## config.mk

```make
export PLATFORM = sky130hd
export DESIGN_NAME = dff_pipe
export DESIGN_NICKNAME = d
export VERILOG_FILES = /design/src/rtl/dff_pipe.sv
export SDC_FILE = /design/constraint.sdc
export NUM_CORES = 1
export LEC_CHECK = 0
export CAP_MARGIN = 30
export CELL_PAD_IN_SITES_DETAIL_PLACEMENT = 0
export CELL_PAD_IN_SITES_GLOBAL_PLACEMENT = 1
export CORE_MARGIN = 5
export CORE_UTILIZATION = 30
export DETAILED_ROUTE_END_ITERATION = 7
export DONT_BUFFER_PORTS = 1
export PLACE_DENSITY_LB_ADDON = 0.1
export SETUP_SLACK_MARGIN = 0.5
export SLEW_MARGIN = 20
export SYNTH_ARGS = -nofsm -noshare
export SYNTH_HDL_FRONTEND = slang
export SYNTH_SLANG_ARGS = --single-unit
```

## constraint.sdc

```tcl
create_clock -name clk -period 2.2 [get_ports clk]
set_clock_uncertainty 0.2 [all_clocks]
set_input_delay 0.44 -clock clk [delete_from_list [all_inputs] [get_ports clk]]
set_output_delay 0.44 -clock clk [all_outputs]
set_load 0.02 [all_outputs]
```

## src/rtl/dff_pipe.sv

```systemverilog
// dff_pipe: DEPTH-stage elastic register chain with valid/ready at both ends,
// per-stage stalling with bubble collapse, synchronous flush, and q/qn outputs.
module dff_pipe #(
    parameter int WIDTH = 32,
    parameter int DEPTH = 4,
    parameter int CNTW  = 3
) (
    input  logic             clk,
    input  logic             clrn,
    input  logic [WIDTH-1:0] d,
    input  logic             in_valid,
    output logic             in_ready,
    input  logic             flush,
    output logic [WIDTH-1:0] q,
    output logic [WIDTH-1:0] qn,
    output logic             out_valid,
    input  logic             out_ready,
    output logic [CNTW-1:0]  count
);
    logic [DEPTH-1:0] v_q, v_d, src_v;
    logic [WIDTH-1:0] r_q [DEPTH];
    logic [WIDTH-1:0] r_d [DEPTH];
    logic [WIDTH-1:0] src_r [DEPTH];
    logic [DEPTH:0]   rdy;
    logic [CNTW-1:0]  cnt_q, cnt_d;
    logic             in_x, out_x;

    for (genvar g = 0; g < DEPTH; g++) begin : g_src
        if (g == 0) begin : g_head
            assign src_v[g] = in_valid;
            assign src_r[g] = d;
        end else begin : g_body
            assign src_v[g] = v_q[g-1];
            assign src_r[g] = r_q[g-1];
        end
    end

    // A stage may load when it is empty or the stage ahead is moving.
    always_comb begin
        rdy[DEPTH] = out_ready;
        for (int i = DEPTH - 1; i >= 0; i--)
            rdy[i] = !v_q[i] | rdy[i+1];
    end

    always_comb begin
        for (int i = 0; i < DEPTH; i++) begin
            v_d[i] = flush ? 1'b0 : (rdy[i] ? src_v[i] : v_q[i]);
            r_d[i] = (!flush && rdy[i] && src_v[i]) ? src_r[i] : r_q[i];
        end
    end

    assign in_x  = in_valid & rdy[0];
    assign out_x = v_q[DEPTH-1] & out_ready;
    assign cnt_d = flush ? '0 : cnt_q + CNTW'(in_x) - CNTW'(out_x);

    always_ff @(posedge clk or negedge clrn) begin
        if (!clrn) begin
            v_q   <= '0;
            cnt_q <= '0;
            for (int i = 0; i < DEPTH; i++)
                r_q[i] <= '0;
        end else begin
            v_q   <= v_d;
            cnt_q <= cnt_d;
            for (int i = 0; i < DEPTH; i++)
                r_q[i] <= r_d[i];
        end
    end

    assign in_ready  = rdy[0];
    assign q         = r_q[DEPTH-1];
    assign qn        = ~r_q[DEPTH-1];
    assign out_valid = v_q[DEPTH-1];
    assign count     = cnt_q;
endmodule
```

-- Word level (Yosys, flattened, before mapping)
Cells that the tools add are included.
- bitwise gates (word level): 7
- mux-type cells: 9
- $add $sub $neg: 2
- reduce and logical (&&, ||, !) cells: 17
- operators by type and width (operator ; number):
    $not A32 Y32 ; 1
    $logic_and A1 B1 Y1 ; 8
    $mux W1 ; 8
    $reduce_bool A2 Y1 ; 4
    $logic_not A1 Y1 ; 5
    $or A1 B1 Y1 ; 4
    $add A3 B1 Y3 ; 1
    $mux W3 ; 1
    $sub A3 B1 Y3 ; 1
    $and A1 B1 Y1 ; 2
- logic and storage cells: 44
- output and inout bits: 69
- input bits: 37
- bits in registers: 135

-- Logic depth before layout (Yosys ltp)
Gate-level depths: netlist of run 1.
- word-level depth: 9
- mapped depth: 11
- depth with buffers taken out: 10

-- Worst setup path after synthesis of run 1
OpenSTA, ideal clock, no wires.
- kind: flip-flop to flip-flop
- start point: reg v_q[3]
- end point: reg cnt_q[2] (netlist: count[2])
- path slack: -144 ps
- period minus slack after synthesis: 2344 ps
- library setup time: 123 ps
- arrival: 2021 ps
- path buffers: 1
- stages on the path, launching flop included: 12
- required time: 1877 ps
- cell sequence: dfrtp_1 -> nor2b_4 -> buf_6 -> nand2_1 -> nand2_1 -> ha_1 -> inv_1 -> ha_1 -> inv_1 -> fa_1 -> xnor2_1 -> nor2_1
- word-level cells in the longest chain between the ends: 9
- elaborated cells on any way between the ends: 10
- classes of those cells: add/sub (2); mux (1); bitwise (6); reduce/logical (1)
- ends and longest elaborated chain (item ; line ; text):
    start: declaration ; 20 ; logic [DEPTH-1:0] v_q, v_d, src_v;
    start signal: assignment ; 63 ; v_q <= v_d;
    $logic_not A1 Y1 ; 42 ; rdy[i] = !v_q[i] | rdy[i+1];
    $or A1 B1 Y1 (4 in a row) ; 42 ;
    via in_ready ; 12 ; output logic in_ready,
    $and A1 B1 Y1 ; 52 ; assign in_x = in_valid & rdy[0];
    $add A3 B1 Y3 ; 54 ; assign cnt_d = flush ? '0 : cnt_q + CNTW'(in_x) - CNTW'(out_x);
    $sub A3 B1 Y3 ; 54 ;
    $mux W3 ; 54 ;
    via cnt_d[2] ; 25 ; logic [CNTW-1:0] cnt_q, cnt_d;
    end signal: assignment ; 64 ; cnt_q <= cnt_d;
    end: declaration ; 25 ;
The timed path passes the listed nets, and every way through them passes these cells.
A chain may end at the register's enable or synchronous reset.

-- Final worst setup path of run 1
- start point: reg v_q[3]
- end point: reg r_q[79] (netlist name)
- word-level cells in the longest chain between the ends: 6
- ends and longest elaborated chain (item ; line ; text):
    $logic_not A1 Y1 ; 42 ;
    $or A1 B1 Y1 (3 in a row) ; 42 ;
    $logic_and A1 B1 Y1 (2 in a row) ; 48 ; r_d[i] = (!flush && rdy[i] && src_v[i]) ? src_r[i] : r_q[i];
    end signal: indexed assignment ; 66 ; r_q[i] <= r_d[i];
    end: declaration ; 21 ; logic [WIDTH-1:0] r_q [DEPTH];
Every way passes these cells.

==> flow_metrics.tcl, run 1 <==
set metrics [dict create \
    drive_gt1_frac 0.632 \
    crit_fanout 10 \
    area_growth_pct 24.2 \
    wirelength_um 11400 \
    ys_warn_count 0 \
    vias 2798 \
    grt_use_total 0.105 \
    final_common_cell "dfrtp_1" \
    finalCritPeriodShare 0.931 \
    period_minus_slack_ns 2.05 \
    synthCells 370 \
    std_cell_rows 50 \
    placed_area_um2 5760 \
    grt_pass1_wl_um 17400 \
    first_pass_iters 4 \
    cts_tree "yes" \
    numCtsBuffers 17 \
    end_kind "register" \
    syn_area_per_cell_um2 15.2 \
    timing.slew.headroom 0.785 \
    clk_latency_ns 0.41 \
    required_ns 2.29 \
    finalHoldViolCount 142 \
    drt-met1-wl_um 5250 \
    drc 0 \
    ir_worst_vdd_mv 0.531 \
    setup_violations 0 \
    portBuffers 0 \
    timing.fmax_mhz 488 \
    netlist.area_leader.share 0.600 \
    die_w_um 147 \
    yosysUniqueCellTypes 24 \
    holdWs_ns -0.485 \
    layout_common_cells "dfrtp_1, mux2_2, inv_2, dfrtp_2, dlygate4sd3_1" \
    final_antenna_net_count 0 \
    grt_max_degree 136 \
    cts_sinks 135 \
    worst_slew_pin_slew_ns 0.322 \
    dr_wl_met2_um 5260 \
    ff2ff_setup_slack_ns 0.15 \
    ys_ff_latch 135 \
    wl_met3_um 641 \
    core_area_um2 18600 \
    cts_root_buf "clkbuf_16" \
    maxCapViolCount 0 \
    clk_path_buf_depth 2 \
    routabilityCongestion 0.653 \
    hp-class "input pin to asynchronous set/reset pin" \
    synth_top_area_cell "dfrtp_1" \
    final_cell_area_um2 6990 \
    cts_max_level 4 \
    p_leak_nw 3.09 \
    violations "hold timing" \
    crit_type "register to register" \
    tns_ns 0 \
    rsz0062_at_grt "true" \
    status "finished with violations" \
    vias_per_cell 4.35 \
    grt_pass1_vias 2991 \
    drt-wirelength-per-cell_um 17.7 \
    initial_core_util 0.303 \
    fin_total_pwr_mw 8.39 \
    cp.arrival_ns 2.14 \
    dieArea_um2 21600 \
    drtIter0Drc 69 \
    top_layer "met4" \
    ios 106 \
    synth_seq_area_share 0.600 \
    dp_hpwl_um 6370 \
    syn_nets 410 \
    num-nets-final 435 \
    netlist_area_um2 5630 \
    antenna_found_initial 1 \
    clk_pin_slew_ns 0.06 \
    synth.area.top_cells "dfrtp_1, mux2_2, mux2_4" \
    powerDensity_nw_per_um2 1200 \
    die_y_um 147 \
    start_kind "register" \
    slew_violations 0 \
    overflow 0 \
]
## metrics by stage
step | utilization | setup slack (ns) | instances
after floorplan | - | 0.119 | 370
after global placement | 0.310 | 0.176 | 569
after detailed placement | 0.310 | 0.142 | 569
after CTS | 0.366 | 0.152 | 635
after global routing | 0.376 | 0.108 | 643
final | 0.376 | 0.151 | 643
## per-layer routing
metal / vias to the layer above / track usage
met5: - / 0
met4: 0 / 0.0475
met3: 13 / 0.0392
met2: 75 / 0.152
met1: 1441 / 0.141
li1: 1269 / -
## repair_timing
action / 4_1_cts / 5_1_grt
hold buffers: 31 / 1
pin swaps: 2 / 3
hold endpoints to repair: 174 / 143
gates resized for setup: 60 / 21
cloned: 2 / 5
setup buffers: 1 / 1
endpoints found under the setup margin: 164 / 145
## critical path, stage by stage (launching register included)
cell	delay (ns)
dfrtp_2	0.46
nor2b_4	0.17
buf_4	0.17
a311o_4	0.44
buf_12	0.18
mux2_4	0.29
## cells in the mapped netlist
library cell	count
a211o_1	1
mux2_1	1
ha_1	2
nand2_1	2
xnor2_1	1
inv_1	37
buf_2	4
dfrtp_1	135
nor2b_4	1
buf_4	35
mux2_4	30
a21oi_1	2
and2_1	1
fa_1	1
nor2_1	6
xor2_1	1
a211oi_2	1
mux2_2	97
a31oi_1	1
buf_6	7
nor2b_1	1
and3_1	1
nor3b_2	1
a311o_4	1
## report_power, final
group          total (mW)  internal [mW]  switching [mW]
Clock                2.98           1.90            1.07
Sequential           4.05           3.26           0.795
Combinational        1.36          0.764           0.597
## logic make-up after synthesis
| group | after synthesis | share of synthesized area |
|---|---|---|
| compound gates | 6 | 0.0102 |
| simple gates | 13 | 0.0133 |
| mux | 128 | 0.276 |
| fa+ha+maj | 3 | 0.00800 |
| xor+xnor | 2 | 0.00311 |
| buf+inv | 83 | 0.0889 |
| flops | 135 | 0.600 |
## state kept, by name, summed over array words and instances (netlist names)
register,flops
r_q,96
count,3
q,32
v_q,4
## area by class of cell
cell class,count,area (µm²)
antenna,1,2.50
clock buffer,21,480
clock inverter,11,145
fill,1770,11600
inverter,37,141
multi-input combinational,152,1830
sequential,135,3420
tap,234,293
timing repair buffer,52,682
## worst paths after layout
path | startpoint | end | cells after the start
hold / removal | clrn | count[0]$_DFF_PN0_ | 0
max in group asynchronous | clrn | q[12]$_DFFE_PN0P_ | 0
setup reg to reg | v_q[3]$_DFFE_PN0P_ | r_q[79]$_DFFE_PN0P_ | 5
hold reg to reg | r_q[98]$_DFFE_PN0P_ | r_q[98]$_DFFE_PN0P_ | 1
setup / recovery | v_q[3]$_DFFE_PN0P_ | r_q[79]$_DFFE_PN0P_ | 5
min in group clk | flush | count[0]$_DFF_PN0_ | 1
No activity file was read; power rests on OpenSTA's default activity.
==> inputs of run 2 (changes only) <==
--- a/config.mk
+++ b/config.mk
@@ -5,6 +5,7 @@
 export SDC_FILE = /design/constraint.sdc
 export NUM_CORES = 1
 export LEC_CHECK = 0
+export ABC_CLOCK_PERIOD_IN_PS = 2200
 export CAP_MARGIN = 30
 export CELL_PAD_IN_SITES_DETAIL_PLACEMENT = 0
 export CELL_PAD_IN_SITES_GLOBAL_PLACEMENT = 1
@@ -12,7 +13,7 @@
 export CORE_UTILIZATION = 30
 export DETAILED_ROUTE_END_ITERATION = 7
 export DONT_BUFFER_PORTS = 1
-export PLACE_DENSITY_LB_ADDON = 0.1
+export PLACE_DENSITY_LB_ADDON = 0.2
 export SETUP_SLACK_MARGIN = 0.5
 export SLEW_MARGIN = 20
 export SYNTH_ARGS = -nofsm -noshare
==> flow_metrics.tcl, run 2 (same netlist as run 1, synthesis figures left out) <==
set metrics [dict create \
    die_y_um 147 \
    antenna_found_initial 0 \
    cts_sinks 135 \
    grt_max_degree 136 \
    ios 106 \
    path_cells "nor2b_4 -> nand2_8 -> nand2_4 -> ha_4 -> inv_4 -> ha_4 -> inv_2 -> fa_2 -> nor2_1" \
    drtIter0Drc 52 \
    finalCritPeriodShare 0.936 \
    vias 2778 \
    dp_hpwl_um 6090 \
    grt_pass1_vias 2983 \
    wirelength_um 11500 \
    clk_pin_slew_ns 0.06 \
    r2r_start "v_q[3]$_DFFE_PN0P_" \
    maxCapViolCount 0 \
    ir_worst_vdd_mv 0.503 \
    die_w_um 147 \
    cp.arrival_ns 2.17 \
    routabilityCongestion 0.667 \
    largest_reg_flops 96 \
    setup_slack_ns 0.141 \
    period_minus_slack_ns 2.06 \
    multi_input_area_um2 1830 \
    initial_core_util 0.303 \
    status "finished with violations" \
    first_pass_iters 3 \
    slew_violations 0 \
    worst_slew_pin_slew_ns 0.363 \
    critPathTopFamily "adder cells" \
    portBuffers 0 \
    p_leak_nw 3.08 \
    powerDensity_nw_per_um2 1170 \
    required_ns 2.31 \
    cts_hold_buffers 32 \
    clk_path_buf_depth 2 \
    hp-class "input pin to asynchronous set/reset pin" \
    core_area_um2 18600 \
    overflow 0 \
    cts_root_buf "clkbuf_16" \
    start_kind "register" \
    rsz0062_at_grt "true" \
    post_layout_nonfiller_instances 641 \
    cts_max_level 4 \
    crit_type "register to register" \
    finalHoldViolCount 142 \
    ff_latch_area_um2 3410 \
    layout_common_cells "dfrtp_1, mux2_2, inv_2, dlygate4sd3_1, mux2_4" \
    timing.slew.headroom 0.758 \
    dpl.cell_count 566 \
    drt-wirelength-per-cell_um 17.9 \
    slowest_stage "fa_2" \
    vias_per_cell 4.33 \
    regMostFlops "r_q" \
    final_common_cell "dfrtp_1" \
    numCtsBuffers 17 \
    num-nets-final 435 \
    dieArea_um2 21600 \
    area_growth_pct 23.2 \
    timing.fmax_mhz 486 \
    grt_use_total 0.109 \
    setup_violations 0 \
    violations "hold timing" \
    clk_latency_ns 0.41 \
    critical_path.max_stage_delay_ns 0.51 \
    dp_slack_ns 0.105 \
    tns_ns 0 \
    crit_fanout 3 \
    drive_gt1_frac 0.607 \
    crit_top_cell "ha_4" \
    num-fill-cells 1744 \
    std_cell_rows 50 \
    holdWs_ns -0.471 \
    end_kind "register" \
    drc 0 \
    fin_total_pwr_mw 8.13 \
    crit_path_start "v_q[3]$_DFFE_PN0P_" \
    cts_tree "yes" \
    antenna_cells 0 \
    worst-path-buf-inv 2 \
    final_antenna_net_count 0 \
    grt_pass1_wl_um 17800 \
]
-- run 2: changes by cell type in the layout (fill, tap and decap cells not counted), sizes merged --
cell,previous run,this run
buf,15,18
bufinv,3,2
clkbuf,26,25
clkinvlp,3,2
diode,1,0
inv,38,37
-- run 2: routing by layer --
| metal | track usage | wire length [µm] | up-vias |
|---|---|---|---|
| li1 | - | - | 1251 |
| met1 | 0.143 | 5390 | 1447 |
| met2 | 0.166 | 5340 | 69 |
| met3 | 0.0407 | 572 | 11 |
| met4 | 0.0391 | 187 | 0 |
| met5 | 0 | 0 | - |
-- run 2: worst paths after layout --
check                                       to  slack [ns]  cells past startpoint
setup / recovery            count[1]$_DFF_PN0_        0.14                      9
hold / removal             r_q[75]$_DFFE_PN0P_       -0.47                      0
setup reg to reg            count[1]$_DFF_PN0_        0.14                      9
hold reg to reg            r_q[98]$_DFFE_PN0P_        0.29                      1
max in group asynchronous    q[22]$_DFFE_PN0P_        2.12                      0
min in group clk            count[0]$_DFF_PN0_       -0.12                      1
-- run 2: power by group --
part | total (mW) | leakage, nW | switching (mW) | internal (mW)
Clock | 2.73 | 0.273 | 1.01 | 1.72
Combinational | 1.36 | 1.18 | 0.599 | 0.765
Sequential | 4.04 | 1.62 | 0.790 | 3.25
Total | 8.13 | 3.08 | 2.40 | 5.73
-- run 2: metrics by stage --
stage               area [µm²]  utilization
floorplan                 5700            -
global placement          5750        0.309
detailed placement        5750        0.309
CTS                       6850        0.369
global route              6930        0.373
finish                    6930        0.373
-- run 2: final cells by class --
class,instances,area share
flip-flops and latches,135,0.492
multi-input cells,152,0.264
repair buffers,52,0.0998
clock buffers,23,0.0675
well taps,234,0.0422
inverters,37,0.0204
clock inverters,8,0.0143
-- run 2: timing repair --
item                                    in CTS  in global routing
hold endpoints to repair                   174                142
pin swaps                                    1                  1
buffers inserted                             4                  1
gates resized for setup                     56                 14
gates cloned                                 5                  2
endpoints found under the setup margin     164                144
==> inputs of run 3 (changes only) <==
--- a/config.mk
+++ b/config.mk
@@ -11,9 +11,11 @@
 export CELL_PAD_IN_SITES_GLOBAL_PLACEMENT = 1
 export CORE_MARGIN = 5
 export CORE_UTILIZATION = 30
+export CTS_CLUSTER_SIZE = 12
 export DETAILED_ROUTE_END_ITERATION = 7
 export DONT_BUFFER_PORTS = 1
 export PLACE_DENSITY_LB_ADDON = 0.2
+export REMOVE_ABC_BUFFERS = 1
 export SETUP_SLACK_MARGIN = 0.5
 export SLEW_MARGIN = 20
 export SYNTH_ARGS = -nofsm -noshare
==> flow_metrics.tcl, run 3 (same netlist as run 1, synthesis figures left out) <==
set metrics [dict create \
    grt_use_total 0.115 \
    setup_violations 0 \
    dp_slack_ns 0.0471 \
    tns_ns 0 \
    final_antenna_net_count 0 \
    core_area_um2 18600 \
    portBuffers 0 \
    cts_max_level 4 \
    regMostFlops "r_q" \
    dp_hpwl_um 6230 \
    cts_tree "yes" \
    clk_latency_ns 0.42 \
    vias_per_cell 4.44 \
    grt_pass1_vias 3089 \
    setup_slack_ns 0.199 \
    finalCritPeriodShare 0.910 \
    cts_hold_buffers 32 \
    layout_common_cells "dfrtp_1, mux2_4, mux2_2, inv_2, dlygate4sd3_1" \
    slowest_stage "fa_2" \
    r2r_cells 9 \
    ios 106 \
    antenna_cells 0 \
    required_ns 2.30 \
    grt_pass1_wl_um 18600 \
    r2r_start "v_q[2]$_DFFE_PN0P_" \
    first_pass_iters 4 \
    finalHoldViolCount 142 \
    clk_pin_slew_ns 0.06 \
    area_growth_pct 35.1 \
    final_common_cell "dfrtp_1" \
    start_kind "register" \
    ff2ff_setup_slack_ns 0.20 \
    rsz0062_at_grt "true" \
    drc 0 \
    cp.arrival_ns 2.10 \
    cts_root_buf "clkbuf_16" \
    antenna_found_initial 0 \
    drive_gt1_frac 0.629 \
    routabilityCongestion 0.676 \
    end_kind "register" \
    largest_reg_flops 96 \
    num-nets-final 461 \
    maxCapViolCount 0 \
    ir_worst_vdd_mv 0.528 \
    numCtsBuffers 17 \
    die_w_um 147 \
    initial_core_util 0.303 \
    overflow 0 \
    die_y_um 147 \
    p_leak_nw 3.51 \
    period_minus_slack_ns 2.00 \
    violations "hold timing" \
    wirelength_um 12700 \
    holdWs_ns -0.476 \
    crit_fanout 2 \
    cts_sinks 135 \
    vias 2965 \
    grt_max_degree 136 \
    drt-wirelength-per-cell_um 19.0 \
    drtIter0Drc 105 \
    timing.slew.headroom 0.792 \
    dieArea_um2 21600 \
    status "finished with violations" \
    critical_path.max_stage_delay_ns 0.51 \
    crit_type "register to register" \
    std_cell_rows 50 \
    powerDensity_nw_per_um2 1120 \
    hp-class "input pin to asynchronous set/reset pin" \
    path_cells "and3_4 -> nand2_2 -> nand2_1 -> ha_1 -> inv_1 -> ha_1 -> inv_1 -> fa_2 -> nor2_1" \
    clk_path_buf_depth 2 \
    timing.fmax_mhz 500 \
    r2r-end "count[1]$_DFF_PN0_" \
    slew_violations 0 \
    num-fill-cells 1699 \
    worst_slew_pin_slew_ns 0.311 \
]
[run 3: cell types whose count changed in the layout (fill, tap and decap cells not counted), sizes merged]
cell,delta
clkinv,+1
buf,+24
clkbuf,+3
clkinvlp,-1
[run 3: critical path: cells and delay by family, from the launching register on]
kind / cells / cell delay [ns]
adders and majority gates: 3 / 0.89
and+or+nand+nor: 4 / 0.33
buffers and inverters: 2 / 0.10
DFF: 1 / 0.37
[run 3: metal layers]
metal / GRT usage / wire length, µm
met5: 0 / 0
met2: 0.168 / 5590
met3: 0.0416 / 640
met1: 0.158 / 6350
met4: 0.0363 / 121
[run 3: report_power, final]
group / leakage [nW] / total, mW / switching (mW) / internal [mW]
registers: 1.62 / 4.07 / 0.811 / 3.26
logic: 1.61 / 1.63 / 0.639 / 0.991
clock network: 0.284 / 2.79 / 1.03 / 1.75
[run 3: worst max-delay path by stage]
stage	endpoint	slack [ns]	from	depth (start not counted)
global placement	count[2]$_DFF_PN0_	0.09	v_q[0]$_DFFE_PN0P_	10
CTS	count[1]$_DFF_PN0_	0.19	v_q[2]$_DFFE_PN0P_	9
floorplan	r_q[100]$_DFFE_PN0P_	-0.54	v_q[3]$_DFFE_PN0P_	3
finish	count[1]$_DFF_PN0_	0.20	v_q[2]$_DFFE_PN0P_	9
global route	count[1]$_DFF_PN0_	0.09	v_q[2]$_DFFE_PN0P_	9
detailed placement	count[2]$_DFF_PN0_	0.05	v_q[0]$_DFFE_PN0P_	10
[run 3: layout make-up]
class	count	area [µm²]	share of cell area
inverter	37	139	0.0183
sequential	135	3420	0.449
clock inverter	8	96.3	0.0127
timing repair buffer	78	1150	0.151
clock buffer	24	482	0.0634
tap	234	293	0.0385
multi-input combinational	152	2030	0.267
[run 3: timing repair]
item / CTS / global route
endpoints found under the setup margin: 164 / 141
endpoints found under the hold margin: 174 / 142
pin swaps: 5 / 2
gates cloned: 10 / 4
setup buffers: 15 / 4
resized for setup: 123 / 41
[run 3: through the flow]
| step | power, mW | area, µm² | std cells | hold WS, ns | util |
|---|---|---|---|---|---|
| after detailed placement | 5.30 | 5720 | 571 | -0.0513 | 0.308 |
| after global routing | 8.90 | 7600 | 668 | -0.506 | 0.409 |
| final | 8.48 | 7600 | 668 | -0.476 | 0.409 |
| after CTS | 8.51 | 7290 | 660 | -0.504 | 0.393 |
| after floorplan | 5.00 | 5270 | 324 | -0.0556 | - |
| after global placement | 5.26 | 5720 | 571 | -0.0519 | 0.308 |
